### config.mk
export PLATFORM = sky130hd
export DESIGN_NAME = rv_iommu_pc_fetch
export DESIGN_NICKNAME = d
export VERILOG_FILES = /design/src/rtl/rv_iommu_pc_fetch.sv
export SDC_FILE = /design/constraint.sdc
export NUM_CORES = 1
export LEC_CHECK = 0
export CELL_PAD_IN_SITES_DETAIL_PLACEMENT = 1
export CELL_PAD_IN_SITES_GLOBAL_PLACEMENT = 2
export CORE_MARGIN = 2
export CORE_UTILIZATION = 30
export CTS_BUF_LIST = sky130_fd_sc_hd__clkbuf_2 sky130_fd_sc_hd__clkbuf_4 sky130_fd_sc_hd__clkbuf_8
export DETAILED_ROUTE_END_ITERATION = 16
export GPL_ROUTABILITY_DRIVEN = 1
export HOLD_SLACK_MARGIN = 0.05
export PLACE_DENSITY = 0.75
export SETUP_SLACK_MARGIN = 0.05
export SLEW_MARGIN = 20
export SYNTH_ARGS = -nofsm -noshare
export SYNTH_HDL_FRONTEND = slang
export SYNTH_SLANG_ARGS = --single-unit
export TNS_END_PERCENT = 100
### constraint.sdc
create_clock -name clk -period 2.5 [get_ports clk]
set_clock_uncertainty 0.1 [all_clocks]
set_input_delay 0.5 -clock clk [delete_from_list [all_inputs] [get_ports clk]]
set_output_delay 0.5 -clock clk [all_outputs]
set_load 0.02 [all_outputs]
### src/rtl/rv_iommu_pc_fetch.sv
// Process-context fetch: looks up the PDT cache and, on a miss, walks PD8/PD17/PD20 tables, fills the cache, and responds.
// A process context is 128 bits: {fsc[63:0], ta[63:0]}.
module rv_iommu_pc_fetch #(
    parameter int PPN_W = 44,
    parameter int PA_W  = 56
) (
    input  logic              clk,
    input  logic              rst_n,
    input  logic              req_valid_i,
    output logic              req_ready_o,
    input  logic [23:0]       device_id_i,
    input  logic [19:0]       process_id_i,
    input  logic [3:0]        pdtp_mode_i,
    input  logic [PPN_W-1:0]  pdtp_ppn_i,
    output logic              resp_valid_o,
    input  logic              resp_ready_i,
    output logic              resp_fault_o,
    output logic [11:0]       resp_cause_o,
    output logic [127:0]      resp_pc_o,
    output logic              pdtc_lookup_o,
    output logic              pdtc_fill_o,
    output logic [23:0]       pdtc_device_id_o,
    output logic [19:0]       pdtc_process_id_o,
    output logic [127:0]      pdtc_pc_o,
    input  logic              pdtc_lkup_fill_done_i,
    input  logic              pdtc_hit_i,
    input  logic [127:0]      pdtc_pc_i,
    output logic              mem_rd_req_o,
    output logic [PA_W-1:0]   mem_rd_addr_o,
    output logic              mem_rd_size_o,
    input  logic              mem_rd_done_i,
    input  logic              mem_rd_err_i,
    input  logic [127:0]      mem_rd_data_i
);

    // state     | meaning
    // IDLE      | ready for a new request
    // LKUP      | PDTC lookup raised, waiting for done
    // LKUP_REL  | lookup dropped, waiting for done to fall
    // WALK      | memory read outstanding for the current level
    // WALK_WAIT | checking the returned PDT entry
    // FILL      | PDTC fill raised, waiting for done
    // FILL_REL  | fill dropped, waiting for done to fall
    // RESP      | response held until accepted
    typedef enum logic [2:0] {
        S_IDLE, S_LKUP, S_LKUP_REL, S_WALK, S_WALK_WAIT, S_FILL, S_FILL_REL, S_RESP
    } state_t;

    localparam logic [11:0] CAUSE_PID_WIDE = 12'd260;
    localparam logic [11:0] CAUSE_ACC_FLT  = 12'd265;
    localparam logic [11:0] CAUSE_INVALID  = 12'd266;
    localparam logic [11:0] CAUSE_MISCFG   = 12'd267;

    localparam int EXT_W = PPN_W + 12 + PA_W;

    state_t             state;
    logic [3:0]         mode_q;
    logic [PPN_W-1:0]   ppn_q;
    logic [PPN_W-1:0]   base_q;
    logic [1:0]         level_q;
    logic               hit_q;
    logic [127:0]       lk_pc_q;
    logic [127:0]       rd_data_q;
    logic               rd_err_q;

    logic [EXT_W-1:0]   root_ext;
    logic [PA_W-1:0]    root_pa;
    logic [PA_W-1:0]    idx_off;
    logic [PA_W-1:0]    walk_addr;
    logic               mode_ok;
    logic               pid_too_wide;
    logic               nl_rsvd;
    logic               leaf_rsvd;

    // Root is zero-extended then truncated so the sum wraps modulo 2^PA_W.
    always_comb begin
        root_ext = {{PA_W{1'b0}}, base_q, 12'b0};
        root_pa  = root_ext[PA_W-1:0];
        case (level_q)
            2'd2:    idx_off = PA_W'({pdtc_process_id_o[19:17], 3'b000});
            2'd1:    idx_off = PA_W'({pdtc_process_id_o[16:8], 3'b000});
            default: idx_off = PA_W'({pdtc_process_id_o[7:0], 4'b0000});
        endcase
        walk_addr = root_pa + idx_off;
    end

    always_comb begin
        mode_ok      = (pdtp_mode_i == 4'd1) || (pdtp_mode_i == 4'd2) || (pdtp_mode_i == 4'd3);
        pid_too_wide = ((pdtp_mode_i == 4'd1) && (process_id_i[19:8] != '0)) ||
                       ((pdtp_mode_i == 4'd2) && (process_id_i[19:17] != '0));
        nl_rsvd      = (rd_data_q[9:1] != '0) || (rd_data_q[63:54] != '0);
        leaf_rsvd    = (rd_data_q[11:3] != '0) || (rd_data_q[63:32] != '0);
    end

    always_ff @(posedge clk or negedge rst_n) begin
        if (!rst_n) begin
            state             <= S_IDLE;
            req_ready_o       <= 1'b1;
            resp_valid_o      <= 1'b0;
            resp_fault_o      <= 1'b0;
            resp_cause_o      <= '0;
            resp_pc_o         <= '0;
            pdtc_lookup_o     <= 1'b0;
            pdtc_fill_o       <= 1'b0;
            pdtc_device_id_o  <= '0;
            pdtc_process_id_o <= '0;
            pdtc_pc_o         <= '0;
            mem_rd_req_o      <= 1'b0;
            mem_rd_addr_o     <= '0;
            mem_rd_size_o     <= 1'b0;
            mode_q            <= '0;
            ppn_q             <= '0;
            base_q            <= '0;
            level_q           <= '0;
            hit_q             <= 1'b0;
            lk_pc_q           <= '0;
            rd_data_q         <= '0;
            rd_err_q          <= 1'b0;
        end else begin
            case (state)
                S_IDLE: begin
                    if (req_valid_i && req_ready_o) begin
                        pdtc_device_id_o  <= device_id_i;
                        pdtc_process_id_o <= process_id_i;
                        mode_q            <= pdtp_mode_i;
                        ppn_q             <= pdtp_ppn_i;
                        pdtc_pc_o         <= '0;
                        req_ready_o       <= 1'b0;
                        if (!mode_ok) begin
                            resp_valid_o <= 1'b1;
                            resp_fault_o <= 1'b1;
                            resp_cause_o <= CAUSE_MISCFG;
                            resp_pc_o    <= '0;
                            state        <= S_RESP;
                        end else if (pid_too_wide) begin
                            resp_valid_o <= 1'b1;
                            resp_fault_o <= 1'b1;
                            resp_cause_o <= CAUSE_PID_WIDE;
                            resp_pc_o    <= '0;
                            state        <= S_RESP;
                        end else begin
                            state <= S_LKUP;
                        end
                    end
                end
                // Lookup is only raised once any stale done from the cache has fallen.
                S_LKUP: begin
                    if (!pdtc_lookup_o) begin
                        if (!pdtc_lkup_fill_done_i) pdtc_lookup_o <= 1'b1;
                    end else if (pdtc_lkup_fill_done_i) begin
                        pdtc_lookup_o <= 1'b0;
                        hit_q         <= pdtc_hit_i;
                        lk_pc_q       <= pdtc_pc_i;
                        state         <= S_LKUP_REL;
                    end
                end
                S_LKUP_REL: begin
                    if (!pdtc_lkup_fill_done_i) begin
                        if (hit_q) begin
                            resp_valid_o <= 1'b1;
                            resp_fault_o <= 1'b0;
                            resp_cause_o <= '0;
                            resp_pc_o    <= lk_pc_q;
                            state        <= S_RESP;
                        end else begin
                            base_q  <= ppn_q;
                            level_q <= (mode_q == 4'd3) ? 2'd2 : (mode_q == 4'd2) ? 2'd1 : 2'd0;
                            state   <= S_WALK;
                        end
                    end
                end
                S_WALK: begin
                    if (!mem_rd_req_o) begin
                        mem_rd_req_o  <= 1'b1;
                        mem_rd_addr_o <= walk_addr;
                        mem_rd_size_o <= (level_q == 2'd0);
                    end else if (mem_rd_done_i) begin
                        mem_rd_req_o <= 1'b0;
                        rd_data_q    <= mem_rd_data_i;
                        rd_err_q     <= mem_rd_err_i;
                        state        <= S_WALK_WAIT;
                    end
                end
                S_WALK_WAIT: begin
                    if (rd_err_q || !rd_data_q[0] ||
                        ((level_q != 2'd0) && nl_rsvd) || ((level_q == 2'd0) && leaf_rsvd)) begin
                        resp_valid_o <= 1'b1;
                        resp_fault_o <= 1'b1;
                        resp_pc_o    <= '0;
                        if (rd_err_q)           resp_cause_o <= CAUSE_ACC_FLT;
                        else if (!rd_data_q[0]) resp_cause_o <= CAUSE_INVALID;
                        else                    resp_cause_o <= CAUSE_MISCFG;
                        state        <= S_RESP;
                    end else if (level_q != 2'd0) begin
                        base_q  <= PPN_W'(rd_data_q[53:10]);
                        level_q <= level_q - 2'd1;
                        state   <= S_WALK;
                    end else begin
                        pdtc_pc_o <= rd_data_q;
                        state     <= S_FILL;
                    end
                end
                S_FILL: begin
                    if (!pdtc_fill_o) begin
                        if (!pdtc_lkup_fill_done_i) pdtc_fill_o <= 1'b1;
                    end else if (pdtc_lkup_fill_done_i) begin
                        pdtc_fill_o <= 1'b0;
                        state       <= S_FILL_REL;
                    end
                end
                S_FILL_REL: begin
                    if (!pdtc_lkup_fill_done_i) begin
                        resp_valid_o <= 1'b1;
                        resp_fault_o <= 1'b0;
                        resp_cause_o <= '0;
                        resp_pc_o    <= pdtc_pc_o;
                        state        <= S_RESP;
                    end
                end
                S_RESP: begin
                    if (resp_ready_i) begin
                        resp_valid_o <= 1'b0;
                        resp_fault_o <= 1'b0;
                        resp_cause_o <= '0;
                        resp_pc_o    <= '0;
                        req_ready_o  <= 1'b1;
                        state        <= S_IDLE;
                    end
                end
                default: state <= S_IDLE;
            endcase
        end
    end

endmodule

==> reports/qor.yml <==
final_layout:
  layout_common_cells: "717 x dfrtp_1, 373 x clkdlybuf4s50_1, 352 x mux2_2"
  final_common_cell: "dfrtp_1"
  final_cell_area_um2: 44700
  layout-drive-gt1-share: 0.359
  fillers: 9691
  area_growth_pct: 56.0
  final_nets: 3438
worst_setup_path:
  critPathArrivalTime_ns: 3.25
  required_ns: 3.08
  critPathSlowestCell: "dfrtp_1"
  max_stage_delay_ns: 0.38
  rrSetupSlack_ns: -0.16
  critPathKind: "flip-flop to flip-flop"
  cp_cell_sequence: "inv_2 > ha_4 > nor4b_4 > buf_4 > nand4_1 > o32ai_2 > buf_4 > nand2_1 > a21o_4 > buf_12 > bufbuf_16 > and2_1"
  path_buf_inv: 5
  crit_top_cell: "buf_4"
  crit_path_end_kind: "flip-flop"
  start_kind: "flip-flop"
  critical_path.top_delay_family: "buffers and inverters"
  cp_max_fo: 9
global_routing:
  grt_max_degree: 89
  met2_usage: 0.398
  antenna_found_initial: 17
  first_global_vias: 25000
  grt-ovfl-total: 0
  track_usage: 0.234
  grtUsageMet3: 0.0592
  grt_use_met1: 0.284
  grt_pass1_wl_um: 170000
  top_usage_layer: "met2"
synthesis:
  synth-edff-count: 0
  synth-seq-cells: 720
  synthAdderAreaFrac: 0.00131
  synth_area_um2: 28700
  avgSynthCellArea_um2: 13.3
  synthSimpleGateAreaFrac: 0.0445
  yosysWarnings: 0
  postSynthCellCount: 2153
  synth.distinct_cells: 54
  synth_area_leaders: "dfrtp_1 63%, mux2_2 14%, a22oi_1 3.4%"
  synth_seq_area_share: 0.628
  synth_area_leader_cell: "dfrtp_1"
  ys.flop_type: "dfrtp_1"
  synth_mux_area_frac: 0.139
  synth_top_area_frac: 0.627
  synth_compound_area_frac: 0.155
  synth_xor_xnor_area_share: 0.000611
  async_reset_ff_frac: 1.00
  synth_top_family_by_area: "compound AO/OA/AOI/OAI gates"
cts:
  clk_path_buf_depth: 3
  path_clk_slew_ns: 0.06
  cts_tree: "yes"
  htree_levels: 4
  clkSinkCount: 720
  root_buffer: "clkbuf_8"
  numCtsBuffers: 135
  clock_latency_ns: 0.82
min_path:
  hp-class: "primary input to asynchronous set/reset pin"
die:
  io_pins: 731
  die_w_um: 313
  start_util: 0.302
  die_y_um: 313
  rows: 113
  die-area_um2: 98100
  coreArea_um2: 94900
placed_design:
  gp_congestion: 0.797
  dp_hpwl_um: 76400
  io_buffers: 720
  post_dp_cell_area_um2: 38400
  post-place-ws_ns: -0.672
run_status:
  violations: "setup timing"
  status: "finished, violations left"
timing:
  max_freq_ghz: 0.376
  worst_pin_slew_ns: 0.876
  setup_viol: 272
  slew_headroom: 0.416
  tns_ns: -22.77
  finalHoldViolations: 0
  period_minus_slack_ns: 2.66
  rsz0062_at_grt: "true"
  slew_viol_final: 0
  fin_crit_sh: 1.06
  timing.final.ws_setup_ns: -0.162
power:
  ir_worst_vdd_mv: 0.957
  power.density_nw_per_um2: 1320
  leakage_nw: 20.3
route:
  wirelength_um: 118000
  vias_per_cell: 5.05
  wl_per_cell_um: 26.5
  drtIter0Drc: 1240
  antenna_left: 0
  drc: 0
  vias: 22500
  first_pass_iters: 5
flow_run:
  cap_violations: 0
[logic make-up after synthesis]
group,Yosys count
AO/OA/AOI/OAI,616
XOR/XNOR,2
other,1
AND/OR/NAND/NOR,271
buffers and inverters,186
multiplexers,354
adder cells (fa/ha/maj),3
flip-flops,720
[worst register-to-register path, delay by kind of cell (launching register included)]
family,cells,cell delay [ns]
AO/OA/AOI/OAI,2,0.41
adder cells (fa/ha/maj),1,0.13
buffers and inverters,5,0.92
flip-flops,1,0.38
AND/OR/NAND/NOR,4,0.59
[layout make-up]
class	count	area [µm²]	share of cell area
antenna	17	42.5	0.000951
timing repair buffer	963	10800	0.241
multi-input combinational	1256	11400	0.256
clock inverter	19	171	0.00383
sequential	720	18000	0.403
inverter	3	11.3	0.000252
tap	1265	1580	0.0354
clock buffer	217	2690	0.0602
[through the flow]
| step | power, mW | hold WS [ns] | util | std cells |
|---|---|---|---|---|
| after floorplan | 31.4 | 0.104 | - | 2162 |
| after global placement | 40.6 | 0.347 | 0.405 | 4109 |
| after detailed placement | 41.5 | 0.341 | 0.405 | 4109 |
| after CTS | 57.6 | 0.0613 | 0.461 | 4427 |
| after global routing | 62.0 | 0.0740 | 0.472 | 4459 |
| final | 58.9 | 0.116 | 0.472 | 4460 |
[synthesized netlist by cell type (2+ instances only)]
cell and number:
o22ai_1 45, a2bb2oi_1 45, nand3_1 8, a22oi_1 131, a21oi_2 80, nor2_1 20
nand2b_1 5, nand2_1 157, mux2i_1 2, a41oi_1 2, nor4_1 9, clkbuf_1 104
a22o_1 88, xor2_1 2, nor2b_1 7, ha_1 3, inv_1 3, a31oi_1 9
a21oi_1 174, and2_1 44, nor3_1 5, a21oi_4 10, buf_1 7, dfrtp_1 719
a21o_1 2, nor4b_1 2, o21a_1 3, buf_4 14, mux2_2 352, o21ai_0 19
o211ai_1 2, buf_6 10, buf_2 47, nand3b_1 3
[layer usage]
layer / routed length [µm] / part of all wire
met3: 6930 / 0.059
met5: 21 / 0.00018
met1: 47400 / 0.40
met2: 59700 / 0.51
met4: 4000 / 0.034
[registers in the layout, summed over array words and instances, names as in the netlist, 2 cells and up]
register,count
base_q,44
level_q,2
lk_pc_q,128
mem_rd_addr_o,53
mode_q,4
pdtc_device_id_o,24
pdtc_pc_o,128
pdtc_process_id_o,20
ppn_q,44
rd_data_q,128
resp_cause_o,5
resp_pc_o,128
state,3
[what timing repair did]
item,CTS,global route
buffers inserted,37,12
setup endpoints to repair,630,402
pin swaps,20,19
cloned,45,11
hold buffers,1,0
resized for setup,589,139
endpoints found under the hold margin,504,0
[power by group]
group / switching, mW / leakage [nW] / internal (mW)
Sequential: 3.63 / 9.09 / 16.5
Combinational: 13.7 / 9.67 / 12.8
Clock: 5.16 / 1.53 / 7.01
Total: 22.5 / 20.3 / 36.4
[worst paths after layout]
kind / start / to / cells past startpoint
hold / removal: rst_n / lk_pc_q[74] / 2
setup reg to reg: level_q[1] / pdtc_pc_o[41] / 12
hold reg to reg: mem_rd_addr_o[52] / mem_rd_addr_o[52] / 2
min in group clk: mem_rd_err_i / rd_err_q / 2
max in group asynchronous: rst_n / resp_pc_o[64] / 3
setup / recovery: level_q[1] / pdtc_pc_o[41] / 12
Power figures use the tool's default switching activity.
